===== config.mk =====
export PLATFORM = sky130hd
export DESIGN_NAME = alu_operand_stage
export DESIGN_NICKNAME = d
export VERILOG_FILES = /design/src/rtl/alu_operand_stage.sv
export SDC_FILE = /design/constraint.sdc
export NUM_CORES = 1
export LEC_CHECK = 0
export ABC_AREA = 1
export BUFFER_PORTS_ARGS = -buffer_cell sky130_fd_sc_hd__buf_2
export CORE_MARGIN = 1.5
export CORE_UTILIZATION = 45
export CTS_CLUSTER_DIAMETER = 60
export CTS_CLUSTER_SIZE = 8
export DETAILED_ROUTE_END_ITERATION = 16
export PLACE_DENSITY = 0.63
export SLEW_MARGIN = 20
export SYNTH_ARGS = -nofsm -noshare
export SYNTH_HDL_FRONTEND = slang
export SYNTH_SLANG_ARGS = --single-unit

===== constraint.sdc =====
create_clock -name clk_in -period 2.98 [get_ports clk_in]
set_input_delay 0.596 -clock clk_in [delete_from_list [all_inputs] [get_ports clk_in]]
set_output_delay 0.596 -clock clk_in [all_outputs]
set_load 0.05 [all_outputs]

===== src/rtl/alu_operand_stage.sv =====
// -----------------------------------------------------------------------------
// alu_operand_stage
//
// Operand-fetch stage directly upstream of the 16-bit ALU. It holds the
// general register file (R0 hardwired to zero) and the carry flag. It reads two
// source operands, optionally substitutes an immediate for operand B, and
// presents a registered bundle to the ALU under a valid/ready handshake.
// Writeback of ALU results and carry is accepted at any time. A same-cycle
// writeback is bypassed into the captured operands.
//
// Ports
//   clk_in, rst_in            rising-edge clock, synchronous active-high reset
//   issue_valid_in/ready_out  upstream handshake (ready = !valid_out || ready_in)
//   rs_a_in, rs_b_in          source register addresses
//   imm_in, use_imm_in        immediate and its select for operand B
//   use_carry_in              forward carry flag (1) or zero (0) to carry_out
//   alu_sel_in, rd_in         passed through into the bundle
//   wb_en_in/addr/data        register writeback (writes to R0 are ignored)
//   wb_carry_en_in/carry_in   carry flag writeback
//   valid_out, ready_in       downstream handshake
//   a_out, b_out, carry_out,
//   alu_sel_out, rd_out       registered bundle to the ALU
// -----------------------------------------------------------------------------
module alu_operand_stage #(
  parameter int DATA_W    = 16,
  parameter int REG_COUNT = 8,
  parameter int ADDR_W    = 3
) (
  input  logic              clk_in,
  input  logic              rst_in,
  input  logic              issue_valid_in,
  output logic              issue_ready_out,
  input  logic [ADDR_W-1:0] rs_a_in,
  input  logic [ADDR_W-1:0] rs_b_in,
  input  logic [DATA_W-1:0] imm_in,
  input  logic              use_imm_in,
  input  logic              use_carry_in,
  input  logic [3:0]        alu_sel_in,
  input  logic [ADDR_W-1:0] rd_in,
  input  logic              wb_en_in,
  input  logic [ADDR_W-1:0] wb_addr_in,
  input  logic [DATA_W-1:0] wb_data_in,
  input  logic              wb_carry_en_in,
  input  logic              wb_carry_in,
  output logic              valid_out,
  input  logic              ready_in,
  output logic [DATA_W-1:0] a_out,
  output logic [DATA_W-1:0] b_out,
  output logic              carry_out,
  output logic [3:0]        alu_sel_out,
  output logic [ADDR_W-1:0] rd_out
);

  logic [DATA_W-1:0] regs [REG_COUNT];
  logic              carry_flag;

  // Sources of the bundle currently held, kept so a stalled bundle can be
  // refreshed by writebacks that land while the ALU is not consuming.
  logic [ADDR_W-1:0] held_rs_a;
  logic [ADDR_W-1:0] held_rs_b;
  logic              held_use_imm;
  logic              held_use_carry;

  logic              wb_reg_hit;   // a real (non-R0) register write this cycle
  logic              capture;
  logic              stall;
  logic [DATA_W-1:0] fetch_a;
  logic [DATA_W-1:0] fetch_b;
  logic              fetch_carry;

  assign wb_reg_hit      = wb_en_in && (wb_addr_in != '0);
  assign issue_ready_out = !valid_out || ready_in;
  assign capture         = issue_valid_in && issue_ready_out;
  assign stall           = valid_out && !ready_in;

  // Operand fetch with writeback bypass; R0 always reads zero.
  // NOTE: every signal assigned in always_comb gets a default first so no
  // path can leave it unassigned and infer a latch.
  always_comb begin
    fetch_a     = '0;
    fetch_b     = imm_in;
    fetch_carry = 1'b0;

    if (rs_a_in != '0) begin
      fetch_a = (wb_reg_hit && wb_addr_in == rs_a_in) ? wb_data_in : regs[rs_a_in];
    end

    if (!use_imm_in) begin
      if (rs_b_in == '0) begin
        fetch_b = '0;
      end else begin
        fetch_b = (wb_reg_hit && wb_addr_in == rs_b_in) ? wb_data_in : regs[rs_b_in];
      end
    end

    if (use_carry_in) begin
      fetch_carry = wb_carry_en_in ? wb_carry_in : carry_flag;
    end
  end

  // Register file and carry flag.
  // NOTE: the register file is a handful of flops, not a RAM macro, so it
  // can and must be cleared by reset; a RAM-inferred array could not be.
  always_ff @(posedge clk_in) begin
    if (rst_in) begin
      for (int i = 0; i < REG_COUNT; i++) begin
        regs[i] <= '0;
      end
      carry_flag <= 1'b0;
    end else begin
      // NOTE: sequential state uses non-blocking assignments so every flop
      // samples pre-edge values regardless of statement order.
      if (wb_reg_hit) begin
        regs[wb_addr_in] <= wb_data_in;
      end
      if (wb_carry_en_in) begin
        carry_flag <= wb_carry_in;
      end
    end
  end

  // Output bundle and held sources.
  always_ff @(posedge clk_in) begin
    if (rst_in) begin
      valid_out      <= 1'b0;
      a_out          <= '0;
      b_out          <= '0;
      carry_out      <= 1'b0;
      alu_sel_out    <= '0;
      rd_out         <= '0;
      held_rs_a      <= '0;
      held_rs_b      <= '0;
      held_use_imm   <= 1'b0;
      held_use_carry <= 1'b0;
    end else if (capture) begin
      valid_out      <= 1'b1;
      a_out          <= fetch_a;
      b_out          <= fetch_b;
      carry_out      <= fetch_carry;
      alu_sel_out    <= alu_sel_in;
      rd_out         <= rd_in;
      held_rs_a      <= rs_a_in;
      held_rs_b      <= rs_b_in;
      held_use_imm   <= use_imm_in;
      held_use_carry <= use_carry_in;
    end else if (stall) begin
      // Keep the stalled bundle coherent with the register file so the ALU
      // never consumes an operand that was overwritten while it waited.
      if (wb_reg_hit && wb_addr_in == held_rs_a) begin
        a_out <= wb_data_in;
      end
      if (!held_use_imm && wb_reg_hit && wb_addr_in == held_rs_b) begin
        b_out <= wb_data_in;
      end
      if (held_use_carry && wb_carry_en_in) begin
        carry_out <= wb_carry_in;
      end
    end else if (ready_in) begin
      // Consumed with nothing new: drop valid, data outputs hold.
      valid_out <= 1'b0;
    end
  end

endmodule


==> run_results.csv, run 1 <==
group,metric,value,unit
outcome,outcome,"complete, no violations",
yosys,ys_seq_elements,178,
critical_path,required,3.00,ns
placement,io_buffers,98,
critical_path,crit_chain,"buf_2 -> nor2_2 -> nand2_1 -> nand2_1 -> nor2_2 -> nand2_1 -> inv_2 -> nand2_2 -> nand2_1",
placement,pre_cts_slack,0.351,ns
cells_and_area,utilization,52.7,%
global_routing,grt_pass1_wl,47.5,mm
sta,tns,0,ns
critical_path,path_delay_family,"simple AND/OR/NAND/NOR gates",
critical_path,critPathMostFrequentCell,"nand2_1",
critical_path,path_max_fanout,17,
placement,dp_hpwl,20.6,mm
cells_and_area,layout_commonest_cell,"nand2_1",
cells_and_area,multi_input_area,4320,um2
clocking,htree_num_levels,4,
floorplanning,ios,99,
sta,fin_ws,0.816,ns
route,ant_nets,0,
cells_and_area,nFillCells,2068,
cells_and_area,seq_area,4840,um2
global_routing,antenna_found_initial,0,
cells_and_area,layout-drive-gt1-share,13.6,%
clocking,insertion_delay,0.44,ns
yosys,ys_seq_area_share,49.7,%
pwr,powerDensity,571,nW/um2
yosys,synth_cell_types,30,
route,postRouteWirelength,31.2,mm
floorplanning,rows,53,
sta,final_hold_viol_count,0,
pwr,switching_share,29.9,%
min_path,hold_class,"input pin to register",
floorplanning,die_w,150,um
sta,fin_skew,0.00637,ns
pwr,vdd_drop_max,0.000355,V
clocking,post_cts_buffers,0,
pwr,p_int,0.00446,W
critical_path,slowest_delay,0.51,ns
route,vias,9195,
yosys,ys_warn_count,0,
placement,dp_cells,1628,
global_routing,grt_pass1_vias,8362,
sta,fin_crit,2.16,ns
clocking,root_buffer,"clkbuf_16",
clocking,cts_buffer_depth,2,
job,max-cap-violations,0,
route,initialDrtViolationCount,1130,
pwr,netSwitchingPower,0.00190,W
pwr,clkPwrFrac,36.4,%
sta,final-setup-viol-count,0,
sta,slew_viol_final,0,
clocking,cts_hold_buf,0,
clocking,clkTransAtPathRegs,0.07,ns
floorplanning,core,21200,um2
floorplanning,die_y,150,um
critical_path,path_buf_inv,2,
yosys,netlist_instances,1293,
cells_and_area,final_nets,1429,
clocking,cts_tree,"done",
critical_path,worstSetupStartpointType,"input pin",
cells_and_area,layout.cells.non_filler,1660,
route,wl_per_cell,18.8,um
critical_path,cp_slowest_cell,"nand2_1",
route,firstDrtPassIters,6,
pwr,leakage,4.86,nW
route,routed_via_density,5.54,
floorplanning,die_area,22500,um2
placement,gp_congestion,0.921,
cells_and_area,final_cell_mix,"411 x nand2_1, 277 x nand3_1, 141 x nor2_1",
pwr,pwr-share-seq,45.9,%
critical_path,criticalPathCategory,"input pin to register",
pwr,p_comb_share,17.7,%
sta,rsz0062_at_grt,"no",
critical_path,critical_path.endpoint_type,"register",
clocking,ctsResizeCount,0,
sta,max_freq,0.462,GHz
global_routing,overflow,0,
sta,relSlewSlack,40.8,%
critical_path,worst_ep_arrival_time,2.18,ns
route,drcViolationCount,0,
global_routing,track_usage,28.0,%
sta,worstMarginPinSlew,0.883,ns
floorplanning,initial_utilization,46.0,%
clocking,cts_inserted_buffers,17,
global_routing,grt_max_degree,65,
cells_and_area,synthToLayoutAreaGrowth,14.5,%
cells_and_area,antennaDiodeCount,0,
sta,period_share,72.6,%
yosys,syn-cell-area,9740,um2
clocking,clock-sinks,178,
yosys,avgSynthCellArea,7.53,um2
## cells by family after synthesis
family	after synthesis	share of synthesized area, %
AOI/OAI and AO/OA	78	4.14
xor gates and xnor gates	2	0.257
buffers and inverters	155	6.51
DFF	178	49.7
muxes	1	0.103
other	1	0.0385
and+or+nand+nor	878	39.2
## per-layer routing
layer  GRT usage (%)  vias to the layer above  routed length [um]
met2            43.1                      474               14000
met1            39.4                     4247               13400
met5               0                        -                   0
li1                -                     4434                   -
met4            7.84                        0                 479
met3            6.82                       40                3340
## cell usage after synthesis
master,n,share of area [%]
inv_1,43,1.7
nand3_4,2,0.36
a31oi_1,1,0.064
nand3_1,277,14
dfxtp_1,50,10
xnor2_2,1,0.17
nor3_1,1,0.051
o21ai_0,29,1.5
nand3_2,1,0.10
nor2_4,1,0.12
mux2i_1,1,0.10
edfxtp_1,128,39
conb_1,1,0.039
a21oi_1,42,2.2
clkbuf_1,37,1.4
nor2_2,4,0.26
nand2_1,411,16
buf_2,33,1.7
o21ai_1,5,0.26
inv_2,7,0.27
nand3b_1,16,1.2
buf_1,15,0.58
nor3_2,1,0.10
xor2_1,1,0.090
buf_4,3,0.23
a21oi_4,1,0.17
clkinv_1,17,0.66
nand4_1,16,1.0
nor2_1,141,5.4
nand2_2,7,0.45
## flip-flops by register name, indices dropped and copies added, names as in the netlist, 3 cells and up
name,count
regs,128
alu_sel_out,4
held_rs_a,3
rd_out,3
b_out,16
held_rs_b,3
a_out,16
## worst min-delay path, cell delays in order
cell and delay, ns:
buf_2 0.08, o21ai_0 0.07, nor2_1 0.07
## power groups by stage
stage                     Combinational [W]  Sequential, W  Clock (W)
after global placement              0.00111        0.00297          0
after detailed placement            0.00111        0.00297          0
after CTS                           0.00112        0.00292    0.00234
after global routing                0.00123        0.00294    0.00243
final                               0.00113        0.00292    0.00232
after floorplan                    0.000603        0.00312          0
## path summary, 6_finish.rpt
| check | from | to | slack, ns | cells after the start |
|---|---|---|---|---|
| worst min-delay path | alu_sel_in[1] | alu_sel_out[1]$_SDFFE_PP0P_ | 0.42 | 3 |
| worst max register to register | valid_out$_SDFFE_PP0P_ | carry_out$_SDFFE_PP0P_ | 1.12 | 7 |
| worst max-delay path | wb_addr_in[2] | regs[3][9]$_SDFFCE_PN0P_ | 0.82 | 9 |
| worst min register to register | held_use_carry$_SDFFE_PP0P_ | held_use_carry$_SDFFE_PP0P_ | 0.47 | 2 |
## final cells by class
type                       count  share of cell area, %
clock buffer                  19                   3.88
timing repair buffer         133                   7.20
clock inverter                13                   1.45
inverter                      67                   2.25
sequential                   178                   43.4
tap                          275                   3.08
multi-input combinational    975                   38.7
## metrics by stage
step / hold WS (ns) / total power (W) / cell area (um2)
final: 0.417 / 0.00637 / 11200
after global routing: 0.429 / 0.00660 / 11200
after floorplan: 0.429 / 0.00372 / 9800
after CTS: 0.414 / 0.00637 / 11200
after detailed placement: 0.462 / 0.00408 / 10600
after global placement: 0.458 / 0.00407 / 10600
Power figures use the tool's default switching activity.
==> run 2: changes to the inputs <==
- ABC_AREA: 1 -> 0
- clock period: 2.98 -> 2.2 ns (I/O delays scaled with it)
==> run 2 against run 1 <==
Effect of this change:
- first-iteration DRC count fell by 35%
- synthesized area fell by 6.0%
- setup slack got worse by 0.45 ns
- total power rose by 32%
- global-route usage fell by 3.1 points
- synthesized cell count fell by 43%
- critical endpoint is now b_out[9]$_SDFFE_PP0P_
==> run_results.csv, run 2 <==
group,metric,value,unit
critical_path,required,2.52,ns
route,firstDrtPassIters,5,
yosys,ys_seq_area_share,52.9,%
placement,io_buffers,98,
floorplanning,ios,99,
sta,final-setup-viol-count,0,
sta,rsz0062_at_grt,"no",
global_routing,overflow,0,
min_path,holdPathStages,3,
sta,fin_crit,1.83,ns
critical_path,criticalPathCategory,"register to register",
critical_path,critical_path.endpoint_type,"register",
clocking,post_cts_buffers,0,
cells_and_area,final_nets,911,
yosys,async_flop_share,0,%
cells_and_area,layout.cells.non_filler,1132,
global_routing,grt_pass1_wl,40.0,mm
route,routed_via_density,6.01,
critical_path,reg2reg_depth,5,
cells_and_area,layout-drive-gt1-share,32.1,%
placement,pre_cts_slack,0.0321,ns
route,initialDrtViolationCount,732,
clocking,clock-sinks,178,
route,wl_per_cell,22.8,um
cells_and_area,synthToLayoutAreaGrowth,17.7,%
yosys,synth_ff_type,"edfxtp_1",
min_path,holdPathEnd,"rd_out[1]$_SDFFE_PP0P_",
yosys,synth_cell_types,44,
sta,fin_skew,0.0114,ns
sta,fin_ws,0.369,ns
min_path,hp-start,"rd_in[1]",
outcome,outcome,"complete, no violations",
cells_and_area,largest_reg_flops,128,
floorplanning,die_area,21200,um2
floorplanning,die_w,146,um
cells_and_area,top_regs,"regs: 128 flops, a_out: 16 flops, b_out: 16 flops",
pwr,vdd_drop_max,0.000411,V
sta,max_freq,0.546,GHz
placement,dp_hpwl,18.1,mm
sta,relSlewSlack,59.1,%
sta,worstMarginPinSlew,0.614,ns
yosys,syn-cell-area,9150,um2
yosys,ys_seq_elements,178,
clocking,cts_inserted_buffers,17,
pwr,leakage,4.05,nW
yosys,synth_area_leaders,"edfxtp_1 42%, mux4_2 16%, dfxtp_1 11%",
sta,slew_viol_final,0,
placement,gp_congestion,0.852,
global_routing,track_usage,24.9,%
critical_path,path_delay_family,"compound AO/OA/AOI/OAI gates",
yosys,ys_top_cells_by_count,"128 x edfxtp_1, 92 x nor3_1, 64 x mux4_2",
pwr,powerDensity,778,nW/um2
critical_path,path_buf_inv,1,
critical_path,worst_ep_arrival_time,2.15,ns
clocking,insertion_delay,0.43,ns
floorplanning,rows,51,
job,max-cap-violations,0,
floorplanning,initial_utilization,46.4,%
cells_and_area,final_cell_mix,"128 x edfxtp_1, 98 x buf_2, 92 x nor3_1",
clocking,ctsResizeCount,0,
yosys,netlist_instances,741,
global_routing,grt_pass1_vias,6984,
clocking,cts_hold_buf,0,
min_path,hold_class,"input pin to register",
cells_and_area,antennaDiodeCount,0,
yosys,synth_top_area_share,42.0,%
global_routing,grt_max_degree,55,
yosys,avgSynthCellArea,12.3,um2
critical_path,path_max_fanout,28,
critical_path,worstSetupStartpointType,"register",
clocking,root_buffer,"clkbuf_16",
route,vias,6802,
yosys,ys_warn_count,0,
sta,tns,0,ns
cells_and_area,layout_commonest_cell,"edfxtp_1",
yosys,synth.most_common_cell,"edfxtp_1",
clocking,cts_buffer_depth,2,
route,postRouteWirelength,25.8,mm
placement,dp_cells,1100,
clocking,htree_num_levels,4,
critical_path,slowest_delay,0.35,ns
yosys,synth_edf_count,128,
sta,period_share,83.2,%
critical_path,rr_startpoint,"valid_out$_SDFFE_PP0P_",
critical_path,rr_endpoint,"b_out[9]$_SDFFE_PP0P_",
route,drcViolationCount,0,
floorplanning,die_y,146,um
yosys,synth_top_cell_by_area,"edfxtp_1",
sta,final_hold_viol_count,0,
critical_path,crit_chain,"nand2b_1 -> and2_1 -> buf_4 -> a21oi_1 -> a221o_1",
global_routing,antenna_found_initial,0,
clocking,clkTransAtPathRegs,0.07,ns
cells_and_area,largest-register,"regs",
critical_path,setup.reg_to_reg.worst_slack,0.37,ns
floorplanning,core,19700,um2
route,ant_nets,0,
clocking,cts_tree,"done",
critical_path,cp_slowest_cell,"buf_4",
-- run 2: cell count changes after synthesis, sizes merged, moves of 32 or more --
| cell | delta |
|---|---|
| mux4 | +64 |
| nor3 | +91 |
| nand2 | -354 |
| mux2i | +32 |
| nand3 | -279 |
| nor2 | -85 |
| inv | -34 |
-- run 2: how the worst max path moves through the flow --
stage,from,to,slack (ns),cells after the start
floorplan,valid_out$_SDFFE_PP0P_,a_out[10]$_SDFFE_PP0P_,0.07,7
finish,valid_out$_SDFFE_PP0P_,b_out[9]$_SDFFE_PP0P_,0.37,5
CTS,valid_out$_SDFFE_PP0P_,b_out[9]$_SDFFE_PP0P_,0.38,5
global placement,rs_b_in[0],b_out[10]$_SDFFE_PP0P_,0.06,6
global route,valid_out$_SDFFE_PP0P_,a_out[11]$_SDFFE_PP0P_,0.23,5
detailed placement,rs_b_in[0],b_out[10]$_SDFFE_PP0P_,0.03,6
-- run 2: logic make-up (layout without fill, tap and decap cells) --
| family | Yosys count | in the layout | share of synthesized area (%) |
|---|---|---|---|
| AND/OR/NAND/NOR | 263 | 263 | 13.8 |
| buffers and inverters | 88 | 199 | 4.42 |
| multiplexers | 113 | 113 | 21.3 |
| AO/OA/AOI/OAI | 86 | 86 | 6.32 |
| XOR/XNOR | 12 | 12 | 1.15 |
| flip-flops | 178 | 178 | 52.9 |
| other | 1 | 16 | 0.0410 |
-- run 2: through the flow --
| step | hold WS [ns] | area [um2] | util (%) | total power, W |
|---|---|---|---|---|
| after floorplan | 0.437 | 9210 | - | 0.00496 |
| after detailed placement | 0.448 | 10200 | 51.7 | 0.00545 |
| final | 0.246 | 10800 | 54.6 | 0.00838 |
| after global routing | 0.248 | 10800 | 54.6 | 0.00862 |
| after global placement | 0.439 | 10200 | 51.7 | 0.00541 |
| after CTS | 0.236 | 10800 | 54.6 | 0.00838 |
-- run 2: area by class of cell --
cell class | instances | area (um2)
timing repair buffer | 151 | 1000
multi-input combinational | 490 | 3960
sequential | 178 | 4840
clock inverter | 12 | 134
clock buffer | 20 | 437
fill | 1641 | 8950
inverter | 16 | 60.1
tap | 265 | 332
-- run 2: worst register-to-register path, delay by kind of cell, from the launching register on --
| family | cells | cell delay [ns] |
|---|---|---|
| compound gates | 2 | 0.54 |
| simple gates | 2 | 0.51 |
| flops | 1 | 0.32 |
| buf+inv | 1 | 0.35 |
-- run 2: routing by layer --
layer,track usage (%),share of wire (%),vias to the layer above
met3,5.86,7.9,47
met2,41.6,49,335
met1,32.2,41,3395
li1,-,-,3025
met4,8.32,2.2,0
met5,0,0,-
-- run 2: power by group --
group / total, W / internal [W] / switching [W] / leakage [nW]
registers: 0.00396 / 0.00383 / 0.000127 / 1.64
logic: 0.00144 / 0.000559 / 0.000883 / 2.13
clock network: 0.00298 / 0.00168 / 0.00131 / 0.271
==> run 3: changes to the inputs <==
- PLACE_DENSITY: 0.63 -> 0.65
- clock period: 2.2 -> 1.6 ns (I/O delays scaled with it)
==> run 3 against run 2 <==
Effect of this change:
- the run now ends with negative setup slack left
- non-clock buffer count up 35
- maximum frequency up 9.9%
- wire length rose by 2.1%
- first-iteration DRC count fell by 2.9%
- core utilization up 2.7 points
- global-route usage increased by 0.53 points
- flip-flop and latch count stayed put
- clock power rose by 36%
- critical path type unchanged
- setup slack got worse by 0.44 ns
- register-to-register slack lost 0.44 ns
==> run_results.csv, run 3 (same netlist as run 2, synthesis figures left out) <==
group,metric,value,unit
pwr,switching_share,27.5,%
clocking,cts_inserted_buffers,17,
route,vias,7041,
placement,dp_cells,1131,
clocking,cts_hold_buf,0,
cells_and_area,utilization,57.3,%
critical_path,criticalPathCategory,"register to register",
cells_and_area,largest_reg_flops,128,
critical_path,path_max_fanout,11,
floorplanning,rows,51,
min_path,holdPathStages,3,
cells_and_area,nFillCells,1594,
cells_and_area,layout-drive-gt1-share,36.1,%
sta,period_share,104,%
cells_and_area,synthToLayoutAreaGrowth,23.4,%
pwr,power,0.0116,W
sta,fin_skew,0.00794,ns
global_routing,grt_pass1_vias,7106,
placement,io_buffers,98,
min_path,hp-start,"alu_sel_in[3]",
route,initialDrtViolationCount,711,
global_routing,track_usage,25.5,%
cells_and_area,layout.cells.non_filler,1166,
critical_path,rr_endpoint,"b_out[8]$_SDFFE_PP0P_",
critical_path,reg2reg_depth,6,
floorplanning,die_y,146,um
critical_path,cp_slowest_cell,"dfxtp_2",
sta,relSlewSlack,64.6,%
pwr,vdd_drop_max,0.000711,V
sta,worstMarginPinSlew,0.531,ns
cells_and_area,layout_commonest_cell,"edfxtp_1",
global_routing,grt_pass1_wl,40.8,mm
sta,final-setup-viol-count,15,
clocking,cts_tree,"done",
critical_path,path_delay_family,"simple AND/OR/NAND/NOR gates",
sta,final_hold_viol_count,0,
cells_and_area,largest-register,"regs",
clocking,htree_num_levels,4,
cells_and_area,antennaDiodeCount,0,
clocking,insertion_delay,0.43,ns
sta,fin_crit,1.67,ns
cells_and_area,final_nets,946,
min_path,holdPathEnd,"alu_sel_out[3]$_SDFFE_PP0P_",
pwr,leakage,4.31,nW
clocking,clkTransAtPathRegs,0.06,ns
global_routing,antenna_found_initial,0,
outcome,violations,"negative setup slack",
floorplanning,die_area,21200,um2
pwr,pwr-share-seq,46.8,%
critical_path,critical_path.endpoint_type,"register",
pwr,clkPwrFrac,34.9,%
floorplanning,die_w,146,um
critical_path,path_buf_inv,1,
global_routing,grt_max_degree,58,
pwr,p_comb_share,18.3,%
critical_path,required,1.92,ns
sta,whs,0.124,ns
route,firstDrtPassIters,7,
floorplanning,core,19700,um2
critical_path,rr_startpoint,"held_rs_b[1]$_SDFFE_PP0P_",
global_routing,overflow,0,
placement,dp_hpwl,18.1,mm
floorplanning,initial_utilization,46.4,%
critical_path,worst_ep_arrival_time,1.98,ns
sta,max_freq,0.600,GHz
critical_path,setup.reg_to_reg.worst_slack,-0.07,ns
cells_and_area,final_cell_mix,"128 x edfxtp_1, 97 x buf_2, 92 x nor3_1",
cells_and_area,top_regs,"regs: 128 flops, a_out: 16 flops, b_out: 16 flops",
pwr,netSwitchingPower,0.00321,W
sta,rsz0062_at_grt,"yes",
sta,slew_viol_final,0,
route,wl_per_cell,22.6,um
job,max-cap-violations,0,
clocking,cts_buffer_depth,2,
floorplanning,ios,99,
min_path,hold_class,"input pin to register",
critical_path,worstSetupStartpointType,"register",
pwr,powerDensity,1030,nW/um2
placement,gp_congestion,0.861,
pwr,p_int,0.00844,W
clocking,root_buffer,"clkbuf_16",
outcome,outcome,"complete, but fails checks",
critical_path,crit_chain,"xor2_2 -> nor4_4 -> nand2_2 -> buf_12 -> mux2i_1 -> a221o_1",
route,postRouteWirelength,26.4,mm
critical_path,slowest_delay,0.33,ns
route,routed_via_density,6.04,
route,drcViolationCount,0,
sta,fin_ws,-0.0659,ns
clocking,clock-sinks,178,
route,ant_nets,0,
-- run 3: cell types whose count changed in the layout (fill, tap and decap cells not counted), moves of 3 or more --
cell / before / now
buf_12: 9 / 23
clkinv_1: 0 / 4
clkinv_4: 4 / 1
o21ai_1: 0 / 10
or2_4: 0 / 5
nor2_1: 60 / 57
or2_2: 8 / 3
nor2_2: 0 / 3
buf_4: 44 / 64
clkbuf_1: 3 / 0
o21ai_0: 16 / 6
-- run 3: worst max path at each step --
stage | from | end | slack [ns] | depth (start not counted)
after floorplan | wb_addr_in[2] | b_out[10]$_SDFFE_PP0P_ | -0.18 | 7
after global placement | rs_b_in[0] | b_out[12]$_SDFFE_PP0P_ | -0.37 | 6
after detailed placement | wb_addr_in[2] | b_out[15]$_SDFFE_PP0P_ | -0.43 | 5
after CTS | held_rs_b[1]$_SDFFE_PP0P_ | b_out[8]$_SDFFE_PP0P_ | -0.05 | 6
after global routing | held_rs_b[1]$_SDFFE_PP0P_ | b_out[13]$_SDFFE_PP0P_ | -0.11 | 6
final | held_rs_b[1]$_SDFFE_PP0P_ | b_out[8]$_SDFFE_PP0P_ | -0.07 | 6
-- run 3: layer usage --
metal / global-route usage, % / share of wire, %
met5: 0 / 0
met4: 8.27 / 1.8
met3: 5.92 / 8.7
met2: 40.7 / 48
met1: 34.6 / 41
-- run 3: worst reg2reg max path, cell delays in order (launching register included) --
cell and delay (ns):
dfxtp_2 0.33, xor2_2 0.18, nor4_4 0.30, nand2_2 0.13, buf_12 0.18, mux2i_1 0.14, a221o_1 0.30
-- run 3: area by class of cell --
class	count	area (um2)	share of cell area, %
flip-flops and latches	178	4850	43.0
multi-input cells	490	4040	35.8
repair buffers	186	1450	12.8
clock buffers	17	425	3.77
well taps	265	332	2.94
clock inverters	14	136	1.21
inverters	16	60.1	0.532
-- run 3: power by group through the flow --
stage	Sequential [W]	Clock, W	Combinational, W
floorplan	0.00577	0	0.00112
global placement	0.00551	0	0.00205
detailed placement	0.00553	0	0.00209
CTS	0.00544	0.00408	0.00210
global route	0.00547	0.00427	0.00226
finish	0.00545	0.00406	0.00214
-- run 3: metrics by stage --
stage | setup WS (ns) | TNS, ns | cell area, um2
2_1_floorplan | -0.178 | -8.73 | 9410
3_5_place_dp | -0.427 | -54.77 | 10600
6_report | -0.0659 | -0.582 | 11300
4_1_cts | -0.0500 | -0.516 | 11200
5_1_grt | -0.112 | -1.26 | 11300
3_3_place_gp | -0.375 | -47.86 | 10600
-- run 3: repair_timing --
item | 4_1_cts | 5_1_grt
pin swaps | 2 | 3
setup buffers | 3 | 1
gates resized for setup | 4 | 9
setup endpoints to repair | 22 | 20
